===== src/rtl/p18_sound_mixer.sv =====
// Multi-channel tone generator: per-channel square wave timed in VGA line pulses,
// note length in frames, mixed onto a single registered speaker bit.
module p18_sound_mixer #(
    parameter int NUM_CH   = 4,
    parameter int PERIOD_W = 8,
    parameter int DUR_W    = 6,
    parameter int MIX_MODE = 0
) (
    input  logic                         clk,
    input  logic                         rst,
    input  logic                         line_pulse,
    input  logic                         frame_pulse,
    input  logic [NUM_CH-1:0]            trig,
    input  logic [NUM_CH*PERIOD_W-1:0]   half_period,
    input  logic [NUM_CH*DUR_W-1:0]      duration,
    input  logic                         mute,
    output logic                         sound,
    output logic [NUM_CH-1:0]            ch_active,
    output logic                         busy
);

    logic [DUR_W-1:0]    dur_cnt [NUM_CH];
    logic [PERIOD_W-1:0] per_cnt [NUM_CH];
    logic [NUM_CH-1:0]   phase;

    logic [PERIOD_W-1:0] hp_fld  [NUM_CH];
    logic [DUR_W-1:0]    dur_fld [NUM_CH];
    logic                mix;

    always_comb begin
        for (int i = 0; i < NUM_CH; i++) begin
            hp_fld[i]    = half_period[i*PERIOD_W +: PERIOD_W];
            dur_fld[i]   = duration[i*DUR_W +: DUR_W];
            ch_active[i] = (dur_cnt[i] != '0);
        end
    end

    assign busy = |ch_active;

    // NOTE: every always_comb output gets a default before any branch so no latch is inferred.
    always_comb begin
        mix = 1'b0;
        if (MIX_MODE == 0) begin
            // Scan high to low so the lowest-index playing channel is written last.
            for (int i = NUM_CH - 1; i >= 0; i--) begin
                if (ch_active[i]) mix = phase[i];
            end
        end else begin
            for (int i = 0; i < NUM_CH; i++) begin
                mix = mix | (phase[i] & ch_active[i]);
            end
        end
    end

    // NOTE: the per-channel counter arrays are plain flops, not RAM, so they take the async reset.
    always_ff @(posedge clk or posedge rst) begin
        if (rst) begin
            for (int i = 0; i < NUM_CH; i++) begin
                dur_cnt[i] <= '0;
                per_cnt[i] <= '0;
            end
            phase <= '0;
            sound <= 1'b0;
        end else begin
            for (int i = 0; i < NUM_CH; i++) begin
                if (trig[i] && (dur_fld[i] != '0)) begin
                    // NOTE: non-blocking assignments keep every channel reading pre-edge state.
                    dur_cnt[i] <= dur_fld[i];
                    per_cnt[i] <= '0;
                    phase[i]   <= 1'b0;
                end else if (ch_active[i]) begin
                    if (frame_pulse && (dur_cnt[i] == DUR_W'(1))) begin
                        // Expiry outranks a coincident tone toggle.
                        dur_cnt[i] <= '0;
                        per_cnt[i] <= '0;
                        phase[i]   <= 1'b0;
                    end else begin
                        if (frame_pulse) dur_cnt[i] <= dur_cnt[i] - DUR_W'(1);
                        if (line_pulse) begin
                            if (hp_fld[i] == '0) begin
                                per_cnt[i] <= '0;
                                phase[i]   <= 1'b0;
                            end else if (per_cnt[i] == hp_fld[i] - PERIOD_W'(1)) begin
                                per_cnt[i] <= '0;
                                phase[i]   <= ~phase[i];
                            end else begin
                                per_cnt[i] <= per_cnt[i] + PERIOD_W'(1);
                            end
                        end
                    end
                end
            end
            sound <= mix & ~mute;
        end
    end

endmodule


===== config.mk =====
export PLATFORM = sky130hd
export DESIGN_NAME = p18_sound_mixer
export DESIGN_NICKNAME = d
export VERILOG_FILES = /design/src/rtl/p18_sound_mixer.sv
export SDC_FILE = /design/constraint.sdc
export NUM_CORES = 1
export LEC_CHECK = 0
export ABC_AREA = 1
export CELL_PAD_IN_SITES_DETAIL_PLACEMENT = 0
export CELL_PAD_IN_SITES_GLOBAL_PLACEMENT = 1
export CORE_MARGIN = 2
export CORE_UTILIZATION = 36
export DETAILED_ROUTE_END_ITERATION = 10
export GPL_ROUTABILITY_DRIVEN = 1
export PLACE_DENSITY = 0.8
export SETUP_SLACK_MARGIN = 0.02
export SLEW_MARGIN = 20
export SYNTH_ARGS = -nofsm -noshare
export SYNTH_HDL_FRONTEND = slang
export SYNTH_SLANG_ARGS = --single-unit

===== constraint.sdc =====
create_clock -name clk -period 1.5 [get_ports clk]
set_input_delay 0.15 -clock clk [delete_from_list [all_inputs] [get_ports clk]]
set_output_delay 0.15 -clock clk [all_outputs]
set_load 0.005 [all_outputs]

==> results of run 1 <==
through the flow:
stage                     instance area, um2  worst slack (ns)  TNS [ns]
after floorplan                         5062           0.02120         0
after global placement                  6927           -0.4842    -17.90
after detailed placement                6927           -0.5421    -20.44
after CTS                               7844           -0.4006    -4.274
after global routing                    8225           -0.4398    -9.731
final                                   8225           -0.3879    -5.144
cell type report:
class | count | area (um2) | area share
inverters | 117 | 465.4 | 0.05659
flip-flops and latches | 61 | 1526 | 0.1856
repair buffers | 232 | 2082 | 0.2531
well taps | 180 | 225.2 | 0.02738
clock buffers | 12 | 236.5 | 0.02875
multi-input cells | 574 | 3690 | 0.4486
critical path, delay by kind of cell, from the launching register on:
| kind | cells | cell delay, ns |
|---|---|---|
| AND/OR/NAND/NOR | 2 | 0.63 |
| flip-flops | 1 | 0.40 |
| buffers and inverters | 2 | 0.23 |
| adder cells (fa/ha/maj) | 1 | 0.15 |
power groups by stage:
stage	Clock (mW)	Combinational, mW	Sequential, mW
final	1.73	2.72	2.07
after CTS	1.77	2.46	2.06
after floorplan	0	1.09	2.06
after global routing	1.84	2.99	2.09
after global placement	0	2.03	2.06
after detailed placement	0	2.08	2.07
how the worst min path moves through the flow:
stage                  start          end  slack, ns  cells after the start
floorplan               mute        sound       0.22                      1
finish                   rst  per_cnt[22]       0.14                      2
global route             rst  per_cnt[22]       0.15                      2
detailed placement  phase[1]     phase[1]       0.46                      2
CTS                      rst  per_cnt[22]       0.13                      2
global placement    phase[1]     phase[1]       0.46                      2
state kept, by name, summed over array words and instances (netlist names):
name	flops
dur_cnt	24
per_cnt	32
phase	4
sound	1
logic make-up after synthesis:
logic type / count (synthesis)
and+or+nand+nor: 444
muxes: 1
xor gates and xnor gates: 50
AOI/OAI and AO/OA: 59
buffers and inverters: 118
adders and majority gates: 20
DFF: 61
per-layer routing:
layer  global-route usage  wire [um]  share of wire
met1               0.2398       6286           0.43
met2               0.3688       7549           0.52
met3              0.02200        499          0.034
met5                    0          0              0
met4              0.07399        277          0.019
Yosys cell counts, types with 12 or more instances:
cell type  instances
o21ai_0           29
nand4_1           12
ha_1              20
inv_1            106
dfrtp_1           61
xor2_1            36
nand2_1          219
nor2_2            12
nor2_1           103
xnor2_1           13
nand3_1           47
repair_timing:
action / 4_1_cts / 5_1_grt
pin swaps: 73 / 47
resized for setup: 168 / 80
endpoints found under the setup margin: 65 / 66
hold buffers: 0 / 0
setup buffers: 32 / 19
==> run metrics, run 1 <==
initial antenna violation count=0; die footprint=14930 um2; PD cells=792.7 nW/um2; Final min period=1.888 ns; Num CTS Buffers=9; adder-cell share of the synthesized area=0.04975; number of synthesized flops with an enable pin=0; Critical R2R Capture=per_cnt[10]; RSZ-0062 raised after global routing=true; Mapped Area=5030 um2; final setup margin=-0.3879 ns; Worst Path Max Fanout=2; Yosys cell types=42; clock share of power=0.265; Slew Viols, Final=0; WS Path Type=flip-flop to output pin; final core utilization=0.5972; vias in the first global route=5471; Final setup viols=44; Syn Inst Count=753; final WL=14.61 mm; Psw=2.187 mW; I/O Pins=71; Rows=43; Logic pwr share=0.418; Critical R2R Launch=dur_cnt[7]; Sink Count=61; Setup crit end kind=output pin; WP data arrival=1.74 ns; Leakage=3.999 nW; final net count=1080; Mapped Nets=838; main combinational cell family by area after synthesis=simple AND/OR/NAND/NOR gates; startpoint types=flip-flop; fill count=1253; clk buf depth=2; outcome=finished, violations left; Post-synth ARST share=1.000; failing checks=setup timing; buffers added on ports=70; H-tree depth=3; Compound-Gate Fraction of Synth Area=0.06816; CTS tree=done; remaining antenna violation count after routing=0; Data required, critical path=1.35 ns; Post-Synth XOR/XNOR Area=0.08856; flops & latches, synth=61; Power, Total=6.521 mW; simple-gate area share of the yosys netlist=0.3993; DRC=0; most frequent cells in the layout=nand2_1 (181), buf_4 (130), nor2_1 (85), inv_1 (85), dfrtp_1 (61); Int Pwr=4.334 mW; end of the critical path=busy; synth warn=0; synth top area cells=dfrtp_1 (30%), nand2_1 (16%), inv_1 (7.9%); worst-skew pair later-pin latency=0.32 ns; Avg WL per Cell=12.43 um; Mean Syn Cell Area=6.680 um2; Inst Count DP=1123; routability cong.=0.8684; Max Freq=529.7 MHz; DRT iter0 DRCs=279; Max Cap Viol=0; CP cell instances=inv_2 -> ha_4 -> nand3_4 -> or4_4 -> buf_6; period utilization=1.259; Area Overhead vs Synth=63.53%; first-pass GRT wire length=24.13 mm; Critical path origin=dur_cnt[18]; sequential share of the synthesized area=0.3035; post-route insts no fill=1176; share of cells above drive strength 1=0.3514; mux cell area share after synthesis=0.001990; reg2reg path depth=11; first-pass iteration count of the detailed router=5; Vias/cell=4.722; Max IR drop VDD=0.5952 mV; Switching Share=0.3354; GRT Util Overall=0.2010; Yosys top cell by area=dfrtp_1; ys flop type=dfrtp_1; slowest stage cell, crit path=or4_4; Initial Utilization=0.3652; Reg2Reg Setup Slack=-0.22 ns; worst-margin pin slew=0.4645 ns; slew margin rel.=0.6879; clk_skew=0.005087 ns; most common cell after layout, fill and taps aside=nand2_1; worst hold path class=input port to asynchronous set/reset pin; Core Area=13770 um2; largest net degree at the start of global routing=31; WHS=0.1352 ns; Fin. Hold Viols=0; Clock Pin Slew Worst Setup and Hold Paths=0.05 ns; DP Wirelength=10.78 mm; Die W=122.2 um; sequential share of power=0.317; Die Span Y=122.2 um; max incr delay on CP=0.55 ns; n_diodes=0; Root Buffer Master=clkbuf_16; gr ovfl total=0; share of the synthesized area in the top cell type=0.3035; Vias=5553
(Power assumes the default switching activity.)
==> inputs of run 2 (changes only) <==
--- a/config.mk
+++ b/config.mk
@@ -9,10 +9,10 @@
 export CELL_PAD_IN_SITES_DETAIL_PLACEMENT = 0
 export CELL_PAD_IN_SITES_GLOBAL_PLACEMENT = 1
 export CORE_MARGIN = 2
-export CORE_UTILIZATION = 36
+export CORE_UTILIZATION = 40
 export DETAILED_ROUTE_END_ITERATION = 10
 export GPL_ROUTABILITY_DRIVEN = 1
-export PLACE_DENSITY = 0.8
+export PLACE_DENSITY = 0.84
 export SETUP_SLACK_MARGIN = 0.02
 export SLEW_MARGIN = 20
 export SYNTH_ARGS = -nofsm -noshare
==> constraint.sdc (replaced) <==
create_clock -name clk -period 1.92 [get_ports clk]
set_input_delay 0.192 -clock clk [delete_from_list [all_inputs] [get_ports clk]]
set_output_delay 0.192 -clock clk [all_outputs]
set_load 0.005 [all_outputs]
==> run 2 against run 1 <==
The flow now finishes without violations. Power is 29% lower. Hold slack improved by 0.13 ns. Count of clock-buffer cells in the layout up 1. Setup slack gained 0.41 ns. Global-route usage down 0.46 points. Clock skew grew 0.0023 ns. Flip-flop and latch count did not move. Via count shrank 9.6%.
==> run metrics, run 2 (synthesis results as in run 1) <==
Area Overhead vs Synth=34.25%; Die Span Y=116.1 um; initial antenna violation count=0; worst-margin pin slew=0.4060 ns; Critical R2R Capture=per_cnt[19]; RSZ-0062 raised after global routing=true; Vias/cell=4.739; GR Util met1=0.2292; worst-skew pair later-pin latency=0.33 ns; PD cells=688.7 nW/um2; final net count=971; die footprint=13490 um2; Clock Pin Slew Worst Setup and Hold Paths=0.05 ns; Sink Count=61; Core Area=12160 um2; largest registers=per_cnt x32, dur_cnt x24, phase x4; WHS=0.2699 ns; Max IR drop VDD=0.4300 mV; I/O Pins=71; Final setup viols=0; vias in the first global route=4973; startpoint types=flip-flop; slew margin rel.=0.7293; TNS Setup=0 ns; outcome=finished, final reports clean; Reg2Reg Setup Slack=0.15 ns; first-pass iteration count of the detailed router=4; cts hold-fix bufs=0; routability cong.=0.8460; final WL=12.60 mm; GRT Util Overall=0.1963; WS Path Type=flip-flop to output pin; Setup crit end kind=output pin; Critical R2R Launch=dur_cnt[13]; Worst Path Max Fanout=2; CTS tree=done; Avg WL per Cell=11.89 um; DRT iter0 DRCs=195; Most flops, register=per_cnt; clk_skew=0.007345 ns; most frequent cells in the layout=nand2_1 (216), nor2_1 (101), inv_1 (99); Rows=40; Initial Utilization=0.4136; Die W=116.1 um; buffers added on ports=70; clk buf depth=2; Num CTS Buffers=9; Max Freq=525.7 MHz; period utilization=0.9908; H-tree depth=3; n_diodes=0; most common cell after layout, fill and taps aside=nand2_1; Leakage=3.340 nW; grt met2 use=0.3688; Fin. Hold Viols=0; gr ovfl total=0; final core utilization=0.5552; Max Cap Viol=0; first-pass GRT wire length=21.40 mm; reg2reg path depth=12; largest net degree at the start of global routing=32; remaining antenna violation count after routing=0; Power, Total=4.651 mW; share of cells above drive strength 1=0.1639; global routing usage on met3=0.04100; Final min period=1.902 ns; worst hold path class=input port to asynchronous set/reset pin; WP data arrival=1.71 ns; Root Buffer Master=clkbuf_16; max reg flops=32; DP Wirelength=10.16 mm; global route hottest layer=met2; Data required, critical path=1.73 ns; DRC=0; Vias=5019; Slew Viols, Final=0
[run 2: changes by cell type in the layout (fill, tap and decap cells not counted), moves of 16 or more]
cell	previous run	this run
nand2_2	31	13
o21ai_0	6	29
nor2_1	85	101
nand2_1	181	216
buf_6	30	2
buf_4	130	51
[run 2: critical path: stages, from the launching register on]
cell and delay [ns]:
dfrtp_1 0.35, inv_1 0.11, ha_4 0.17, nand3_4 0.09, or4_4 0.53, buf_6 0.13
[run 2: report_power, final]
group | internal [mW] | leakage (nW) | switching, mW
combinational | 0.693 | 2.40 | 0.767
sequential | 1.45 | 0.793 | 0.176
clock | 1.01 | 0.148 | 0.554
total | 3.15 | 3.34 | 1.50
[run 2: worst max-delay path by stage]
stage,from,endpoint,slack [ns],cells past startpoint
final,dur_cnt[1],busy,0.02,5
after global placement,half_period[8],per_cnt[21],-0.1,14
after global routing,dur_cnt[13],busy,-0.04,7
after floorplan,rst,dur_cnt[0],0.21,1
after CTS,dur_cnt[13],busy,-0.009,7
after detailed placement,half_period[24],per_cnt[4],-0.19,15
[run 2: cell type report]
| type | instances | area [um2] |
|---|---|---|
| clock inverter | 3 | 17.52 |
| inverter | 117 | 439.2 |
| timing repair buffer | 123 | 1117 |
| tap | 168 | 210.2 |
| multi-input combinational | 574 | 3162 |
| clock buffer | 13 | 280.3 |
| fill | 1183 | 5409 |
| sequential | 61 | 1526 |
[run 2: per-layer routing]
metal,wire (um),vias up,part of all wire
met5,0,-,0
met1,5583,2298,0.44
met4,138,0,0.011
li1,-,2631,-
met2,6423,78,0.51
met3,450,12,0.036
[run 2: repair_timing]
item                                    4_1_cts  5_1_grt
endpoints found under the setup margin        5       16
setup buffers                                 3        1
pin swaps                                     6        4
resized for setup                            22       11
[run 2: stage by stage]
stage / std cells / instance area, um2 / worst slack (ns)
global route: 1059 / 6753 / -0.04380
finish: 1059 / 6753 / 0.01763
detailed placement: 1039 / 6314 / -0.1899
floorplan: 753 / 5030 / 0.2150
global placement: 1039 / 6314 / -0.09980
CTS: 1058 / 6696 / -0.009461
